[src/rtl/arc4_pkg.sv]
// Shared ARC4 definitions: FSM state encoding, S-box size, key defaults and key byte selection.
package arc4_pkg;

    localparam int unsigned S_SIZE            = 256;
    localparam int unsigned KEY_BYTES_DEFAULT = 3;
    localparam int unsigned KEY_W_MAX         = 64;

    typedef enum logic [4:0] {
        IDLE,
        INIT,
        KSA_RI,
        KSA_WI,
        KSA_RJ,
        KSA_WJ,
        KSA_SWI,
        KSA_SWJ,
        LEN_RD,
        LEN_WAIT,
        LEN_WR,
        PRGA_RI,
        PRGA_WI,
        PRGA_RJ,
        PRGA_WJ,
        PRGA_SWI,
        PRGA_SWJ,
        PRGA_RK,
        PRGA_WR
    } state_t;

    // Key byte idx of an nbytes-long big-endian key (byte 0 is the most significant).
    function automatic logic [7:0] keybyte(input logic [KEY_W_MAX-1:0] key,
                                           input int unsigned          nbytes,
                                           input logic [7:0]           idx);
        return 8'(key >> (8 * (nbytes - 1 - 32'(idx))));
    endfunction

endpackage

[src/rtl/s_mem.sv]
// 256x8 single-port synchronous RAM with one-cycle read latency (old data on read-during-write).
module s_mem
    import arc4_pkg::*;
(
    input  logic [7:0] addr,
    input  logic       clk,
    input  logic [7:0] wrdata,
    input  logic       wren,
    output logic [7:0] rddata
);

    logic [7:0] mem [S_SIZE];

    // Registered read port and write port sharing one address.
    always_ff @(posedge clk) begin
        if (wren) begin
            mem[addr] <= wrdata;
        end
        rddata <= mem[addr];
    end

endmodule

[src/rtl/arc4_encrypt.sv]
// ARC4 encryptor: INIT + KSA over the internal S-box, then PRGA XORed with a
// length-prefixed plaintext from pt_mem into a length-prefixed ct_mem image.
module arc4_encrypt
    import arc4_pkg::*;
#(
    parameter int unsigned KEY_BYTES = KEY_BYTES_DEFAULT
) (
    input  logic                   clk,
    input  logic                   rst_n,
    input  logic                   en,
    output logic                   rdy,
    input  logic [8*KEY_BYTES-1:0] key,
    output logic [7:0]             pt_addr,
    input  logic [7:0]             pt_rddata,
    output logic [7:0]             ct_addr,
    output logic [7:0]             ct_wrdata,
    output logic                   ct_wren
);

    localparam logic [7:0] LAST_IDX = 8'(S_SIZE - 1);
    localparam logic [7:0] LAST_KEY = 8'(KEY_BYTES - 1);

    state_t state, state_n;

    logic [7:0]             i, j, k, len, si, sj, kidx, kb;
    logic [8*KEY_BYTES-1:0] key_q;

    logic [7:0] s_addr, s_wrdata, s_rddata;
    logic       s_wren;

    s_mem u_s (
        .addr   (s_addr),
        .clk    (clk),
        .wrdata (s_wrdata),
        .wren   (s_wren),
        .rddata (s_rddata)
    );

    // kidx tracks i mod KEY_BYTES incrementally, avoiding a divider on i.
    assign kb = keybyte(KEY_W_MAX'(key_q), KEY_BYTES, kidx);

    // State register.
    always_ff @(posedge clk or negedge rst_n) begin
        if (!rst_n) begin
            state <= IDLE;
        end else begin
            state <= state_n;
        end
    end

    // Next-state decode and memory/handshake outputs.
    always_comb begin
        state_n   = state;
        rdy       = 1'b0;
        s_addr    = '0;
        s_wrdata  = '0;
        s_wren    = 1'b0;
        pt_addr   = '0;
        ct_addr   = '0;
        ct_wrdata = '0;
        ct_wren   = 1'b0;
        case (state)
            IDLE: begin
                rdy = 1'b1;
                if (en) state_n = INIT;
            end
            INIT: begin
                s_addr   = i;
                s_wrdata = i;
                s_wren   = 1'b1;
                if (i == LAST_IDX) state_n = KSA_RI;
            end
            KSA_RI: begin
                s_addr  = i;
                state_n = KSA_WI;
            end
            KSA_WI: state_n = KSA_RJ;
            KSA_RJ: begin
                s_addr  = j;
                state_n = KSA_WJ;
            end
            KSA_WJ: state_n = KSA_SWI;
            KSA_SWI: begin
                s_addr   = i;
                s_wrdata = sj;
                s_wren   = 1'b1;
                state_n  = KSA_SWJ;
            end
            KSA_SWJ: begin
                s_addr   = j;
                s_wrdata = si;
                s_wren   = 1'b1;
                state_n  = (i == LAST_IDX) ? LEN_RD : KSA_RI;
            end
            LEN_RD: begin
                pt_addr = '0;
                state_n = LEN_WAIT;
            end
            LEN_WAIT: state_n = LEN_WR;
            LEN_WR: begin
                ct_addr   = '0;
                ct_wrdata = len;
                ct_wren   = 1'b1;
                state_n   = (len == 8'd0) ? IDLE : PRGA_RI;
            end
            PRGA_RI: begin
                s_addr  = i;
                state_n = PRGA_WI;
            end
            PRGA_WI: state_n = PRGA_RJ;
            PRGA_RJ: begin
                s_addr  = j;
                state_n = PRGA_WJ;
            end
            PRGA_WJ: state_n = PRGA_SWI;
            PRGA_SWI: begin
                s_addr   = i;
                s_wrdata = sj;
                s_wren   = 1'b1;
                state_n  = PRGA_SWJ;
            end
            PRGA_SWJ: begin
                s_addr   = j;
                s_wrdata = si;
                s_wren   = 1'b1;
                state_n  = PRGA_RK;
            end
            // After the swap S[i]+S[j] is still si+sj, so the held copies give the keystream index.
            PRGA_RK: begin
                s_addr  = si + sj;
                pt_addr = k;
                state_n = PRGA_WR;
            end
            PRGA_WR: begin
                ct_addr   = k;
                ct_wrdata = pt_rddata ^ s_rddata;
                ct_wren   = 1'b1;
                state_n   = (k == len) ? IDLE : PRGA_RI;
            end
            default: state_n = IDLE;
        endcase
    end

    // Counters, key/length capture and S-box value holding registers.
    always_ff @(posedge clk or negedge rst_n) begin
        if (!rst_n) begin
            i     <= '0;
            j     <= '0;
            k     <= '0;
            len   <= '0;
            si    <= '0;
            sj    <= '0;
            kidx  <= '0;
            key_q <= '0;
        end else begin
            case (state)
                IDLE: begin
                    if (en) begin
                        key_q <= key;
                        i     <= '0;
                        j     <= '0;
                        k     <= '0;
                        kidx  <= '0;
                    end
                end
                // i wraps 255 -> 0 on the last INIT write, which is exactly the KSA start index.
                INIT: i <= i + 8'd1;
                KSA_WI: begin
                    si <= s_rddata;
                    j  <= j + s_rddata + kb;
                end
                KSA_WJ: sj <= s_rddata;
                KSA_SWJ: begin
                    i    <= i + 8'd1;
                    kidx <= (kidx == LAST_KEY) ? 8'd0 : kidx + 8'd1;
                end
                LEN_WAIT: len <= pt_rddata;
                LEN_WR: begin
                    i <= 8'd1;
                    j <= '0;
                    k <= 8'd1;
                end
                PRGA_WI: begin
                    si <= s_rddata;
                    j  <= j + s_rddata;
                end
                PRGA_WJ: sj <= s_rddata;
                // k only advances when more bytes remain, so len=255 never wraps k.
                PRGA_WR: begin
                    if (k != len) begin
                        k <= k + 8'd1;
                        i <= k + 8'd1;
                    end
                end
                default: ;
            endcase
        end
    end

endmodule

[config.mk]
export PLATFORM = sky130hd
export DESIGN_NAME = arc4_encrypt
export DESIGN_NICKNAME = d
export VERILOG_FILES = /design/src/rtl/arc4_pkg.sv /design/src/rtl/s_mem.sv /design/src/rtl/arc4_encrypt.sv
export SDC_FILE = /design/constraint.sdc
export NUM_CORES = 2
export LEC_CHECK = 0
export BUFFER_PORTS_ARGS = -buffer_cell sky130_fd_sc_hd__clkbuf_2
export CORE_ASPECT_RATIO = 1.2
export CORE_MARGIN = 8
export CORE_UTILIZATION = 50
export CTS_CLUSTER_DIAMETER = 80
export DETAILED_ROUTE_END_ITERATION = 10
export PLACE_DENSITY = 0.72
export SETUP_SLACK_MARGIN = 0.2
export SYNTH_ARGS = -nofsm -noshare
export SYNTH_HDL_FRONTEND = slang
export SYNTH_SLANG_ARGS = --single-unit
export TNS_END_PERCENT = 5
[constraint.sdc]
create_clock -name clk -period 7.95 [get_ports clk]
set_clock_uncertainty 0.15 [all_clocks]
set_input_delay 0.3975 -clock clk [delete_from_list [all_inputs] [get_ports clk]]
set_output_delay 0.3975 -clock clk [all_outputs]
set_load 0.05 [all_outputs]
==> flow_summary.json <==
{
  "cp_data_arrival_time_ns": 7.08,
  "hp-class": "in -> reg",
  "irDropWorstVdd_uv": 347,
  "core_mm2": 0.175,
  "grt-ovfl-total": 0,
  "relSlewSlack_pct": 3.01,
  "r2r_slack_ns": 1.46,
  "path_clk_slew_ns": 0.07,
  "nets": 6755,
  "die_width_um": 399,
  "slew_violations": 0,
  "cts_htree_levels": 4,
  "yosysUniqueCellTypes": 83,
  "tritoncts": "done",
  "criticalPathCategory": "reg -> reg",
  "tightest_slew_ns": 1.44,
  "synth_top_area_cell": "edfxtp_1",
  "final_area_mm2": 0.0972,
  "power_frac_seq_pct": 37.5,
  "grt_max_degree": 190,
  "r2r-end": "u_s.rddata[4]",
  "swShare_pct": 40.4,
  "rsz0062_at_grt": "no",
  "fmax_ghz": 0.154,
  "required_ns": 8.54,
  "insertion_delay_ns": 0.87,
  "highest_layer": "met5",
  "crit_fanout": 35,
  "synth_edf_count": 2048,
  "hold_viol": 0,
  "area_growth_pct": 10.6,
  "synth_fa_ha_area_share_pct": 0.439,
  "die_area_mm2": 0.189,
  "syn-num-nets": 6766,
  "wl_met1_mm": 93.6,
  "netlist_area_mm2": 0.0879,
  "status": "finished, final reports clean",
  "placed_cell_area_mm2": 0.0905,
  "fin_tns_setup_ns": 0,
  "synth_top_family_by_area": "simple AND/OR/NAND/NOR gates",
  "netlist_instances": 6702,
  "numCtsBuffers": 195,
  "synth_commonest_cells": "edfxtp_1, nand2_1, nand3_1",
  "synth.top_cell.area_share_pct": 70.0,
  "cts_root_buf": "clkbuf_16",
  "post-route-min-period_ns": 6.49,
  "nFillCells": 13600,
  "holdWs_ns": 0.0623,
  "num_vias": 60300,
  "synth-xor-area-share_pct": 0.449,
  "synthSimpleGateAreaFrac_pct": 14.2,
  "die_h_um": 475,
  "cts.sink_count": 2141,
  "synth_warnings": 0,
  "crit_start": "state[1]",
  "dp_hpwl_mm": 164,
  "antenna_found_initial": 18,
  "p_per_area_mw_per_mm2": 397,
  "std_cell_rows": 168,
  "crit_end": "u_s.rddata[4]",
  "drt_first_pass_iters": 7,
  "setup_viol_count_final": 0,
  "grt_usage_pct": 28.6,
  "p_leak_nw": 33.2,
  "post_drt_wl_per_cell_um": 30.4,
  "intPower_mw": 23.0,
  "cts_buffer_depth": 3,
  "wl_met2_mm": 126,
  "post-cts-setup-buffers": 0,
  "antenna_left": 0,
  "endpoint_kind": "flop",
  "comb_power_share_pct": 38.0,
  "synthArstFlopShare_pct": 3.97,
  "ys_top_cells_by_area": "edfxtp_1, nand2_1, nand3_1, dfrtp_1, mux2i_1",
  "avgSynthCellArea_um2": 13.1,
  "critPathLaunchType": "flop",
  "grt_pass1_wl_mm": 400,
  "cts_resized": 0,
  "ios": 61,
  "io_buffers": 60,
  "met3_length_mm": 36.5,
  "gp_congestion": 0.961,
  "synth_flop_cell": "edfxtp_1",
  "initial_core_util_pct": 50.3,
  "grt_pass1_vias": 57600,
  "synthMostInstantiatedCell": "edfxtp_1",
  "pwr-share-clk_pct": 24.5,
  "synth_seq_cells": 2141,
  "p_switching_mw": 15.6,
  "rr_worst_depth": 12,
  "synth-compound-area-share_pct": 7.24,
  "drtIter0Drc": 10500,
  "seq_area_frac_synth_pct": 72.6,
  "viasPerCell": 6.58,
  "wirelength_mm": 279,
  "cts_hold_buf": 34,
  "r2r_start": "state[1]",
  "drive_above_1_share_pct": 8.68,
  "synthMuxAreaShare_pct": 2.47,
  "drc": 0,
  "maxCapViolCount": 0,
  "timing.final.crit_share_pct": 81.6
}
final cells by class:
| cell class | instances | area [um2] | share of cell area, % |
|---|---|---|---|
| Antenna cell | 12 | 30.0 | 0.0309 |
| Clock buffer | 233 | 5180 | 5.33 |
| Clock inverter | 131 | 1170 | 1.20 |
| Inverter | 30 | 168 | 0.173 |
| Multi-Input combinational cell | 4083 | 21900 | 22.6 |
| Sequential cell | 2141 | 63800 | 65.6 |
| Tap cell | 2295 | 2870 | 2.95 |
| Timing Repair Buffer | 240 | 2030 | 2.09 |
sequential cells by signal, indices dropped and copies added, names as in the netlist:
| name | count |
|---|---|
| len | 8 |
| k | 8 |
| j | 8 |
| sj | 8 |
| kidx | 8 |
| state | 5 |
| i | 8 |
| u_s.rddata | 8 |
| si | 8 |
| key_q | 24 |
| u_s.mem | 2048 |
cell usage in the layout (no fill, tap or decap), drive strengths merged, types with 26 or more instances in the layout:
cell type	n
a311oi	160
and3	195
dlygate4sd3	34
a21oi	137
buf	147
nor2	338
dfrtp	85
o21ai	107
a32oi	26
nand3	537
edfxtp	2048
ha	26
o22ai	29
nand2	1695
mux2i	149
a211oi	97
nand4	26
inv	35
clkbuf	292
clkinv	97
nor3	32
xnor2	33
a31oi	156
mux2	52
how the worst min path moves through the flow:
stage | from | end | slack, ns | cells after the start
after detailed placement | rst_n | key_q[5] | 0.15 | 1
after floorplan | rst_n | i[0] | -0.05 | 0
after CTS | en | state[1] | 0.02 | 5
after global routing | en | state[0] | 0.08 | 5
after global placement | rst_n | key_q[1] | 0.14 | 1
final | en | kidx[7] | 0.06 | 4
power by group through the flow:
stage | Clock [mW] | Combinational [mW] | Sequential [mW]
2_1_floorplan | 0 | 8.44 | 14.8
3_3_place_gp | 0 | 13.9 | 14.7
3_5_place_dp | 0 | 14.1 | 14.7
4_1_cts | 9.43 | 14.1 | 14.4
5_1_grt | 9.82 | 15.1 | 14.5
6_report | 9.44 | 14.6 | 14.5
worst max-delay path, cell delays in order, from the launching register on:
cell and delay [ns]:
dfrtp_1 0.99, nand3b_1 0.28, or2_2 0.42, nand3_1 0.29, a22o_1 0.27, a21o_2 0.71
nor2_1 0.37, buf_4 0.31, nand2_1 0.73, a31oi_1 0.33, nor4_1 0.79, nand4_1 0.18
or4_1 0.54
per-stage QoR:
| step | total power, mW | util, % | worst slack, ns | instances |
|---|---|---|---|---|
| after floorplan | 23.2 | - | 2.39 | 6702 |
| after global placement | 28.5 | 51.8 | 1.75 | 8755 |
| after detailed placement | 28.7 | 51.8 | 1.76 | 8755 |
| after CTS | 38.0 | 55.6 | 1.76 | 9153 |
| after global routing | 39.4 | 55.6 | 1.39 | 9154 |
| final | 38.5 | 55.6 | 1.46 | 9165 |
per-layer routing:
metal  track usage, %  vias to the layer above
met3             7.85                     1110
met1             35.3                    29400
met4             20.0                        6
met2             43.9                     4825
li1                 -                    25000
met5                0                        -
logic make-up after synthesis:
| logic type | count (synthesis) |
|---|---|
| flops | 2141 |
| compound gates | 892 |
| xor+xnor | 45 |
| simple gates | 2912 |
| fa+ha+maj | 29 |
| mux | 205 |
| buf+inv | 478 |
Note: power is estimated with default switching activity, not from simulation.
